`config.mk`:
```
export PLATFORM = sky130hd
export DESIGN_NAME = regfile_access_ctrl
export DESIGN_NICKNAME = d
export VERILOG_FILES = /design/src/rtl/regfile_access_ctrl.sv
export SDC_FILE = /design/constraint.sdc
export NUM_CORES = 1
export LEC_CHECK = 0
export CAP_MARGIN = 20
export CELL_PAD_IN_SITES_DETAIL_PLACEMENT = 0
export CELL_PAD_IN_SITES_GLOBAL_PLACEMENT = 1
export CORE_MARGIN = 2
export CORE_UTILIZATION = 36
export CTS_BUF_LIST = sky130_fd_sc_hd__clkbuf_2
export DETAILED_ROUTE_END_ITERATION = 8
export PLACE_DENSITY_LB_ADDON = 0.1
export RECOVER_POWER = 50
export SETUP_SLACK_MARGIN = 0.5
export SLEW_MARGIN = 0
export SYNTH_ARGS = -nofsm -noshare
export SYNTH_HDL_FRONTEND = slang
export SYNTH_SLANG_ARGS = --single-unit
export TNS_END_PERCENT = 30
```
`constraint.sdc`:
```
create_clock -name clk -period 3.75 [get_ports clk]
set_input_delay 0.9375 -clock clk [delete_from_list [all_inputs] [get_ports clk]]
set_output_delay 0.9375 -clock clk [all_outputs]
set_load 0.005 [all_outputs]
```
`src/rtl/regfile_access_ctrl.sv`:
```
// regfile_access_ctrl: initialises a small register file after reset, then
// shares its single write port and single read port between requesters A
// and B. Requests are served one at a time, alternating when both contend.
//
// state    | meaning
// ---------+-----------------------------------------------------------
// S_INIT   | writing entry i = i, one entry per cycle; requests wait
// S_IDLE   | arbitrating; latches the winner's we/addr/wdata
// S_ACCESS | winner's gnt; rf write or rf read (read data registered)
// S_RESP   | winner's done/err/rdata; round-robin pointer updated
module regfile_access_ctrl #(
    parameter int DW    = 2,
    parameter int DEPTH = 3,
    parameter int AW    = 2
) (
    input  logic          clk,
    input  logic          reset,
    input  logic          a_req,
    input  logic          a_we,
    input  logic [AW-1:0] a_addr,
    input  logic [DW-1:0] a_wdata,
    output logic          a_gnt,
    output logic          a_done,
    output logic          a_err,
    output logic [DW-1:0] a_rdata,
    input  logic          b_req,
    input  logic          b_we,
    input  logic [AW-1:0] b_addr,
    input  logic [DW-1:0] b_wdata,
    output logic          b_gnt,
    output logic          b_done,
    output logic          b_err,
    output logic [DW-1:0] b_rdata,
    output logic          rf_we,
    output logic [AW-1:0] rf_waddr,
    output logic [DW-1:0] rf_wdata,
    output logic [AW-1:0] rf_raddr,
    input  logic [DW-1:0] rf_rdata,
    output logic          init_busy
);

    typedef enum logic [1:0] {S_INIT, S_IDLE, S_ACCESS, S_RESP} state_t;

    localparam logic [AW:0]   DEPTH_W   = (AW+1)'(DEPTH);
    localparam logic [AW-1:0] LAST_ADDR = AW'(DEPTH - 1);

    state_t        state_q;
    logic [AW-1:0] cnt_q;
    logic [AW-1:0] addr_q;
    logic [DW-1:0] wdata_q;
    logic [DW-1:0] a_rdata_q;
    logic [DW-1:0] b_rdata_q;
    logic          we_q;
    logic          sel_b_q;
    logic          err_q;
    logic          last_b_q;

    logic addr_ok;
    logic pick_b;

    // Address range check on the latched address; B wins only if A is idle or A won last.
    assign addr_ok = ({1'b0, addr_q} < DEPTH_W);
    assign pick_b  = b_req & (~a_req | ~last_b_q);

    // Sequencer: init counter, arbitration latch, read-data capture, round-robin pointer.
    always_ff @(posedge clk) begin
        if (reset) begin
            state_q   <= S_INIT;
            cnt_q     <= '0;
            last_b_q  <= 1'b1;
            sel_b_q   <= 1'b0;
            we_q      <= 1'b0;
            addr_q    <= '0;
            wdata_q   <= '0;
            err_q     <= 1'b0;
            a_rdata_q <= '0;
            b_rdata_q <= '0;
        end else begin
            case (state_q)
                S_INIT: begin
                    cnt_q <= cnt_q + 1'b1;
                    if (cnt_q == LAST_ADDR) state_q <= S_IDLE;
                end
                S_IDLE: begin
                    if (a_req || b_req) begin
                        sel_b_q <= pick_b;
                        we_q    <= pick_b ? b_we    : a_we;
                        addr_q  <= pick_b ? b_addr  : a_addr;
                        wdata_q <= pick_b ? b_wdata : a_wdata;
                        state_q <= S_ACCESS;
                    end
                end
                S_ACCESS: begin
                    err_q <= ~addr_ok;
                    if (!we_q) begin
                        if (sel_b_q) b_rdata_q <= addr_ok ? rf_rdata : '0;
                        else         a_rdata_q <= addr_ok ? rf_rdata : '0;
                    end
                    state_q <= S_RESP;
                end
                S_RESP: begin
                    last_b_q <= sel_b_q;
                    state_q  <= S_IDLE;
                end
                default: state_q <= S_INIT;
            endcase
        end
    end

    // State-decoded outputs; a held reset silences everything but init_busy,
    // so a transaction interrupted by reset never shows gnt, done or a write.
    always_comb begin
        rf_we     = 1'b0;
        rf_waddr  = '0;
        rf_wdata  = '0;
        rf_raddr  = '0;
        a_gnt     = 1'b0;
        b_gnt     = 1'b0;
        a_done    = 1'b0;
        b_done    = 1'b0;
        a_err     = 1'b0;
        b_err     = 1'b0;
        init_busy = reset || (state_q == S_INIT);
        a_rdata   = reset ? '0 : a_rdata_q;
        b_rdata   = reset ? '0 : b_rdata_q;
        if (!reset) begin
            case (state_q)
                S_INIT: begin
                    rf_we    = 1'b1;
                    rf_waddr = cnt_q;
                    rf_wdata = DW'(cnt_q);
                end
                S_ACCESS: begin
                    a_gnt = ~sel_b_q;
                    b_gnt = sel_b_q;
                    if (we_q) begin
                        if (addr_ok) begin
                            rf_we    = 1'b1;
                            rf_waddr = addr_q;
                            rf_wdata = wdata_q;
                        end
                    end else begin
                        rf_raddr = addr_q;
                    end
                end
                S_RESP: begin
                    a_done = ~sel_b_q;
                    b_done = sel_b_q;
                    a_err  = ~sel_b_q & err_q;
                    b_err  = sel_b_q & err_q;
                end
                default: ;
            endcase
        end
    end

endmodule

```
### Word-level counts from Yosys, hierarchy flattened

Cells that the tools add are included.
W data, S select, Z words.

| storage, ports and cells | value |
|---|---|
| register bits | 16 |
| input port bits | 16 |
| output and inout bits | 18 |
| word-level logic and storage cells | 70 |

| operators by class | value |
|---|---|
| add/subtract/negate cells | 1 |
| order comparisons | 1 |
| equality and inequality tests | 6 |
| mux-type cells | 36 |
| bitwise gates (word level) | 9 |
| reduce and logical (&&, ||, !) cells | 7 |

Operators with widths:

| operator | number |
|---|---|
| $mux W2 | 16 |
| $mux W1 | 16 |
| $pmux W2 S2 | 2 |
| $pmux W2 S4 | 1 |
| $eq A2 B2 Y1 const B | 3 |
| $reduce_and A3 Y1 | 2 |
| $not A1 Y1 | 5 |
| $ne A2 B2 Y1 const B | 2 |
| $reduce_and A2 Y1 | 2 |
| $and A1 B1 Y1 | 3 |
| $add A2 B1 Y2 const B | 1 |
| $eq A2 B1 Y1 const B | 1 |
| $logic_not A2 Y1 | 1 |
| $logic_or A1 B1 Y1 | 2 |
| $lt A2 B2 Y1 const B | 1 |
| $pmux W1 S2 | 1 |
| $or A1 B1 Y1 | 1 |

### Logic depth before layout (Yosys ltp)

| logic depth | value |
|---|---|
| depth in word-level cells | 5 |
| mapped depth | 6 |
| mapped depth without buffers | 5 |

### Worst setup path before layout

Ideal clock, no wire load.

| timing path | value |
|---|---|
| kind | input port to output port |
| start point | in reset |
| end point | out a_err |
| arrival time | 1.458 ns |
| required time | 2.812 ns |
| setup slack | 1.354 ns |
| stages on the path | 3 |
| buffers on the path | 1 |
| cell sequence | buf_2 -> nor3_1 -> and2_1 |

| between the ends | value |
|---|---|
| cells in the longest elaborated chain, start to end | 1 |

Ends and longest elaborated chain:

| what | line | RTL |
|---|---|---|
| start: declaration | 17 | `input logic reset,` |
| $mux W1 | 126 | `if (!reset) begin` |
| end: declaration | 24 | `output logic a_err,` |

No other way between the ends.

### Worst setup path after layout

| timing path | value |
|---|---|
| start point | in reset |
| end point | out rf_raddr[0] |

| between the ends | value |
|---|---|
| cells in the longest elaborated chain, start to end | 1 |

Ends and longest elaborated chain:

| what | line | RTL |
|---|---|---|
| $mux W2 | 126 |  |
| end: declaration | 37 | `output logic [AW-1:0] rf_raddr,` |

No other way between the ends.

==> impl_metrics.csv <==
group,metric,value,unit
floorplanning,start_util,38.3,%
yosys,ys_types,29,
placement,dp_hpwl,1600,um
finish,nets,164,
power,finalPower,0.661,mW
worst_setup_path,path_cells,"dlygate4sd2_1 > nand2b_4 > nor3b_1 > clkdlybuf4s50_1",
route,vias,863,
global_route,grt_pass1_wl,3640,um
global_route,groute.usage.overall,14.7,%
yosys,synthTopCellsByArea,"dfxtp_1 33%, mux2i_1 10%, a211oi_2 6.5%",
clock_network,cts_setup_buffers,0,
global_route,met2_usage,24.1,%
job,cap_violations,0,
global_route,overflow,0,
worst_setup_path,crit_family,"buffers and inverters",
sta,clock_skew,0.00125,ns
worst_setup_path,cp.arrival,2.13,ns
finish,layout_commonest_cell,"clkdlybuf4s50_1",
sta,fmax,326,MHz
worst_setup_path,cp-end-kind,"primary output",
sta,finalCriticalPeriod,3.06,ns
worst_setup_path,reg2reg_depth,5,
route,firstDrtPassIters,2,
clock_network,clk_latency,0.29,ns
global_route,antenna_found_initial,0,
worst_setup_path,r2r_start,"state_q[0]$_SDFFE_PP0P_",
status,outcome,"finished clean",
finish,area_growth,39.1,%
sta,slew_headroom,70.7,%
clock_network,htreeDepth,1,
hold_path,hp-class,"reg2reg",
clock_network,cts_tree,"yes",
worst_setup_path,max_stage_delay,0.53,ns
floorplanning,core-area,0.00250,sq mm
worst_setup_path,path_buf_inv,2,
finish,layout-drive-gt1-share,9.15,%
floorplanning,die_y,55.6,um
route,wire_per_inst,12.7,um
finish,fill_cells,249,
yosys,ys_ff_latch,16,
yosys,syn_area,957,sq um
power,peakVddDrop,0.000326,V
global_route,grt_max_degree,26,
worst_setup_path,reg2reg_to,"a_rdata_q[0]$_SDFFE_PP0P_",
floorplanning,rows,18,
floorplanning,fp.dieW,55.6,um
route,drtIter0Drc,11,
yosys,postSynthAreaPerCell,8.62,sq um
worst_setup_path,cp_max_fo,6,
placement,place.gp.congestion,0.693,
yosys,yosys.area.top_type,"dfxtp_1",
global_route,busiest_layer,"met2",
global_route,grtUsageMet3,4.92,%
worst_setup_path,cp_slowest_cell,"clkdlybuf4s50_1",
sta,drv_slew,0,
yosys,synth_top_area_share,33.5,%
worst_setup_path,critical_path_class,"in2out",
yosys,synth-seq-area-share,33.5,%
sta,worstMarginPinSlew,0.439,ns
yosys,synthCells,111,
sta,tns,0,ns
route,viasPerCell,5.02,
worst_setup_path,crit_start,"reset",
power,power_leakage,0.488,nW
sta,hold_viol_final,0,
worst_setup_path,cp-start-kind,"input pin",
floorplanning,dieArea,0.00309,sq mm
finish,n_antenna_cell,0,
route,drt-total-wl,2180,um
sta,fin_crit_sh,81.7,%
placement,io_buffers,33,
clock_network,cts.sinks,16,
worst_setup_path,cp_data_required_time,2.81,ns
floorplanning,ios,34,
clock_network,clockBufferDepth,2,
sta,grt_setup_unrepaired,"no",
finish,mostFrequentLayoutCells,"28 x clkdlybuf4s50_1, 16 x nor2_1, 16 x dfxtp_1",
sta,setup_violations,0,
worst_setup_path,r2r_slack,2.21,ns
power,power.density,496,mW/mm^2
global_route,grt_util_met1,18.2,%
worst_setup_path,crit_end,"rf_raddr[0]",
yosys,synth_nets,132,
global_route,grt_pass1_vias,822,
route,drtAntennaViolNets,0,
yosys,synth_warnings,0,
worst_setup_path,path_depth,4,
clock_network,path_clk_slew,0.15,ns
clock_network,cts_made_buffers,3,
clock_network,cts_root_buffer,"clkbuf_2",
route,remaining_drc_errors,0,
## registers in the layout, indices dropped and copies added, names as in the netlist
| signal | count |
|---|---|
| sel_b_q | 1 |
| addr_q | 2 |
| a_rdata_q | 2 |
| state_q | 2 |
| cnt_q | 2 |
| err_q | 1 |
| we_q | 1 |
| wdata_q | 2 |
| last_b_q | 1 |
| b_rdata_q | 2 |
## what timing repair did
action | in CTS | in global routing
endpoints found under the setup margin | 13 | 0
hold buffers | 0 | 0
gates resized for setup | 4 | 0
## final cells by class
cell class / instances / area [sq um] / share of cell area (%)
Multi-Input combinational cell: 83 / 592 / 44.5
Timing Repair Buffer: 34 / 344 / 25.8
Sequential cell: 16 / 320 / 24.1
Tap cell: 30 / 37.5 / 2.82
Inverter: 5 / 18.8 / 1.41
Clock buffer: 3 / 15.0 / 1.13
Clock inverter: 1 / 3.75 / 0.282
## power breakdown
group / switching (mW) / leakage (nW) / internal (mW)
clock: 0.0536 / 0.0140 / 0.0232
combinational: 0.154 / 0.344 / 0.168
sequential: 0.0504 / 0.131 / 0.212
## worst min-delay path by stage
stage / startpoint / endpoint / slack (ns) / cells past startpoint
finish: err_q$_SDFFE_PP0P_ / err_q$_SDFFE_PP0P_ / 0.50 / 2
global route: err_q$_SDFFE_PP0P_ / err_q$_SDFFE_PP0P_ / 0.52 / 2
CTS: err_q$_SDFFE_PP0P_ / err_q$_SDFFE_PP0P_ / 0.50 / 2
detailed placement: err_q$_SDFFE_PP0P_ / err_q$_SDFFE_PP0P_ / 0.48 / 2
global placement: err_q$_SDFFE_PP0P_ / err_q$_SDFFE_PP0P_ / 0.48 / 2
floorplan: a_rdata_q[0]$_SDFFE_PP0P_ / a_rdata_q[0]$_SDFFE_PP0P_ / 0.45 / 2
## worst min-delay path, cell delays in order, from the launching register on
cell      delay (ns)
dfxtp_1         0.35
nand2b_1        0.07
a21oi_1         0.06
## metal layers
metal  share of wire (%)  vias to the layer above
met3                 5.1                        2
met1                  47                      400
met4                0.87                        0
met5                   0                        -
li1                    -                      439
met2                  47                       22
## synthesized netlist by cell type
| master | count |
|---|---|
| a211oi_1 | 1 |
| a211oi_2 | 5 |
| a21boi_0 | 2 |
| a21boi_4 | 1 |
| a21oi_1 | 9 |
| a31oi_1 | 1 |
| and2_1 | 2 |
| buf_1 | 1 |
| buf_2 | 6 |
| dfxtp_1 | 16 |
| ha_1 | 5 |
| inv_1 | 5 |
| mux2i_1 | 10 |
| nand2_1 | 6 |
| nand2b_1 | 5 |
| nand3_1 | 1 |
| nand3b_1 | 1 |
| nand4_1 | 2 |
| nand4b_1 | 2 |
| nor2_1 | 16 |
| nor2b_1 | 5 |
| nor3_1 | 1 |
| nor3b_1 | 2 |
| nor3b_2 | 1 |
| o21a_1 | 1 |
| o21ai_0 | 1 |
| or2_0 | 1 |
| or2_2 | 1 |
| xnor2_1 | 1 |
## metrics by stage
step	std cells	setup slack, ns	hold WS, ns	util (%)	cell area (sq um)
2_1_floorplan	111	1.35	0.452	-	957
3_3_place_gp	168	0.469	0.476	52.0	1300
3_5_place_dp	168	0.432	0.482	52.0	1300
4_1_cts	172	0.686	0.504	53.3	1330
5_1_grt	172	0.623	0.519	53.3	1330
6_report	172	0.686	0.504	53.3	1330
## cell families after synthesis
logic type      after synthesis  share of synthesized area [%]
compound gates               21                           17.5
xor+xnor                      1                          0.915
fa+ha+maj                     5                           6.54
buf+inv                      12                           5.49
flops                        16                           33.5
mux                          10                           10.5
simple gates                 46                           25.6
Power figures use the tool's default switching activity.
==> RTL edit: new RTL, same settings <==
Change the parameter `AW` from 2 to 3.
--- a/src/rtl/regfile_access_ctrl.sv
+++ b/src/rtl/regfile_access_ctrl.sv
@@ -11,7 +11,7 @@
 module regfile_access_ctrl #(
     parameter int DW    = 2,
     parameter int DEPTH = 3,
-    parameter int AW    = 2
+    parameter int AW    = 3
 ) (
     input  logic          clk,
     input  logic          reset,
Ports: changed (resized a_addr, b_addr, rf_raddr and rf_waddr); port bits go from 34 to 38. The function was not compared with the original's and may differ.
==> RTL edit against the unedited design <==
Total power grew 3.9%; via count is 12% higher; design area grew 11%; area after synthesis is 12% higher; routed wire length up 9.6%; sequential cell count increased by 2; worst setup slack lost 0.25 ns; die area is 11% higher; count of clock-buffer cells in the layout unchanged; critical endpoint is now init_busy; highest routed layer unchanged.
==> RTL edit: results (changes against the unedited design) <==
{| class="wikitable"
! Metric !! Value
|-
| Run status || finished clean
|-
| Buffer cell driving the clock tree root || sky130_fd_sc_hd__clkbuf_2
|-
| Total setup buffers inserted after CTS || 0 (unchanged)
|-
| Relative slew slack || 0.669 (-0.0386)
|-
| Count of input and output buffers || 37 (+12%)
|-
| # diodes || 0 (unchanged)
|-
| Layout cells sized above 1 || 0.0875 (-0.00405)
|-
| Slowest stage cell on the critical path || sky130_fd_sc_hd__clkdlybuf4s50_1
|-
| Syn nets || 147 (+11%)
|-
| Post-place instance area || 1470 um^2 (+13%)
|-
| Main synth FF type || sky130_fd_sc_hd__dfxtp_1
|-
| Critical-path maximum fanout || 11 (+5)
|-
| Biggest cell delay along the critical path || 0.49 ns (-0.04 ns)
|-
| Synth unique cells || 30 (+3.4%)
|-
| Post-synthesis adder-cell area fraction || 0.0817 (+0.0163)
|-
| Clock Pin Slew Worst Setup and Hold Paths || 0.17 ns (+0.02 ns)
|-
| Xor/xnor share of the synthesized area || 0.0163 (+0.00719)
|-
| Async set-reset flop share out of synthesis || 0 (unchanged)
|-
| Cell types with the largest area share after synthesis || sky130_fd_sc_hd__dfxtp_1, sky130_fd_sc_hd__ha_1, sky130_fd_sc_hd__a211oi_2, sky130_fd_sc_hd__mux2i_1, sky130_fd_sc_hd__nor2_1
|-
| Endpoint arrival time on the critical path || 2.38 ns (+0.25 ns)
|-
| Maximum count of clock buffers along a single path || 2 (unchanged)
|-
| Initial antenna violation count || 0 (unchanged)
|-
| Clk Latency, worst-skew pair || 0.30 ns
|-
| Worst vdd rail ir drop || 0.266 mV (-18%)
|-
| Number of cells in the finished layout apart from fillers || 191 (+11%)
|-
| Worst-case clock skew || 0.00369 ns (+0.00244 ns)
|-
| First-pass detailed-route iteration total || 4 (+2)
|-
| Per-cell routed wire length || 12.5 um (-1.3%)
|-
| Number of storage elements in the synthesis netlist || 18 (+2)
|-
| DR vias/cell || 5.06 (+0.90%)
|-
| Compound-gate portion of the synthesized area || 0.201 (+0.0255)
|-
| Reported leakage power || 0.000544 uW (+11%)
|-
| Initial DRC Count || 23 (+12)
|-
| Post-synthesis mux area share || 0.0758 (-0.0287)
|-
| First-pass GRT wire length || 4060 um (+12%)
|-
| Number of H-tree branching levels || 1 (unchanged)
|-
| Largest net degree at the start of global routing || 14 (-46%)
|-
| Cell types with the highest counts after synthesis || sky130_fd_sc_hd__dfxtp_1, sky130_fd_sc_hd__nor2_1, sky130_fd_sc_hd__ha_1, sky130_fd_sc_hd__mux2i_1
|-
| GP Congestion || 0.747 (+7.8%)
|-
| Register area share after synthesis || 0.336 (+0.00142)
|-
| Leading registers by flop count || addr_q (3), cnt_q (3)
|-
| Number of warning messages in the yosys log || 0 (unchanged)
|-
| HP Class || reg -> reg
|-
| Cell family with most CP delay || buffers and inverters
|-
| HPWL after detailed placement || 1850 um (+16%)
|-
| Synthesized instance count || 122 (+9.9%)
|-
| Number of buffers created by CTS || 3 (unchanged)
|-
| Total global-route track usage || 0.154 (+0.00683)
|-
| Via count of the first global-routing pass || 900 (+9.5%)
|}
## RTL edit: path summary, 6_finish.rpt
| check | cells past startpoint | slack, ns | from | endpoint |
|---|---|---|---|---|
| setup reg to reg | 4 | 2.17 | state_q[0]$_SDFFE_PP0P_ | state_q[0]$_SDFFE_PP0P_ |
| hold reg to reg | 2 | 0.47 | b_rdata_q[0]$_SDFFE_PP0P_ | b_rdata_q[0]$_SDFFE_PP0P_ |
| setup / recovery | 4 | 0.43 | reset | init_busy |
| hold / removal | 2 | 0.47 | b_rdata_q[0]$_SDFFE_PP0P_ | b_rdata_q[0]$_SDFFE_PP0P_ |
## RTL edit: cell type report
cell class | count | area, um^2
tap | 31 | 38.8
multi-input combinational | 93 | 662
inverter | 5 | 18.8
timing repair buffer | 40 | 379
fill | 268 | 1300
clock buffer | 3 | 15.0
sequential | 18 | 360
clock inverter | 1 | 3.75
## RTL edit: tightest hold or removal path, delay by kind of cell (launching register included)
kind	cells	cell delay (ns)
AO/OA/AOI/OAI	1	0.05
AND/OR/NAND/NOR	1	0.05
flip-flops	1	0.34
## RTL edit: through the flow
step           worst slack (ns)  hold slack [ns]
2_1_floorplan              1.27            0.432
3_3_place_gp              0.208            0.442
3_5_place_dp              0.158            0.450
4_1_cts                   0.557            0.472
5_1_grt                   0.304            0.498
6_report                  0.432            0.466
## RTL edit: cells by family after synthesis
logic type | after synthesis
buffers and inverters | 11
and+or+nand+nor | 51
adders and majority gates | 7
DFF | 18
xor gates and xnor gates | 2
muxes | 8
AOI/OAI and AO/OA | 25
## RTL edit: layer usage
layer	wire, um	global-route usage
met5	0	0
met1	1140	0.196
met4	16	0.0682
met3	166	0.0264
met2	1070	0.255
## RTL edit: timing repair
item                                    CTS  global route
endpoints found under the setup margin   19             8
resized for setup                         3             2
hold buffers                              0             0
## RTL edit: power breakdown
part           switching (uW)  internal [uW]
sequential               49.6            237
clock                    62.0           23.2
combinational             150            164
total                     262            425
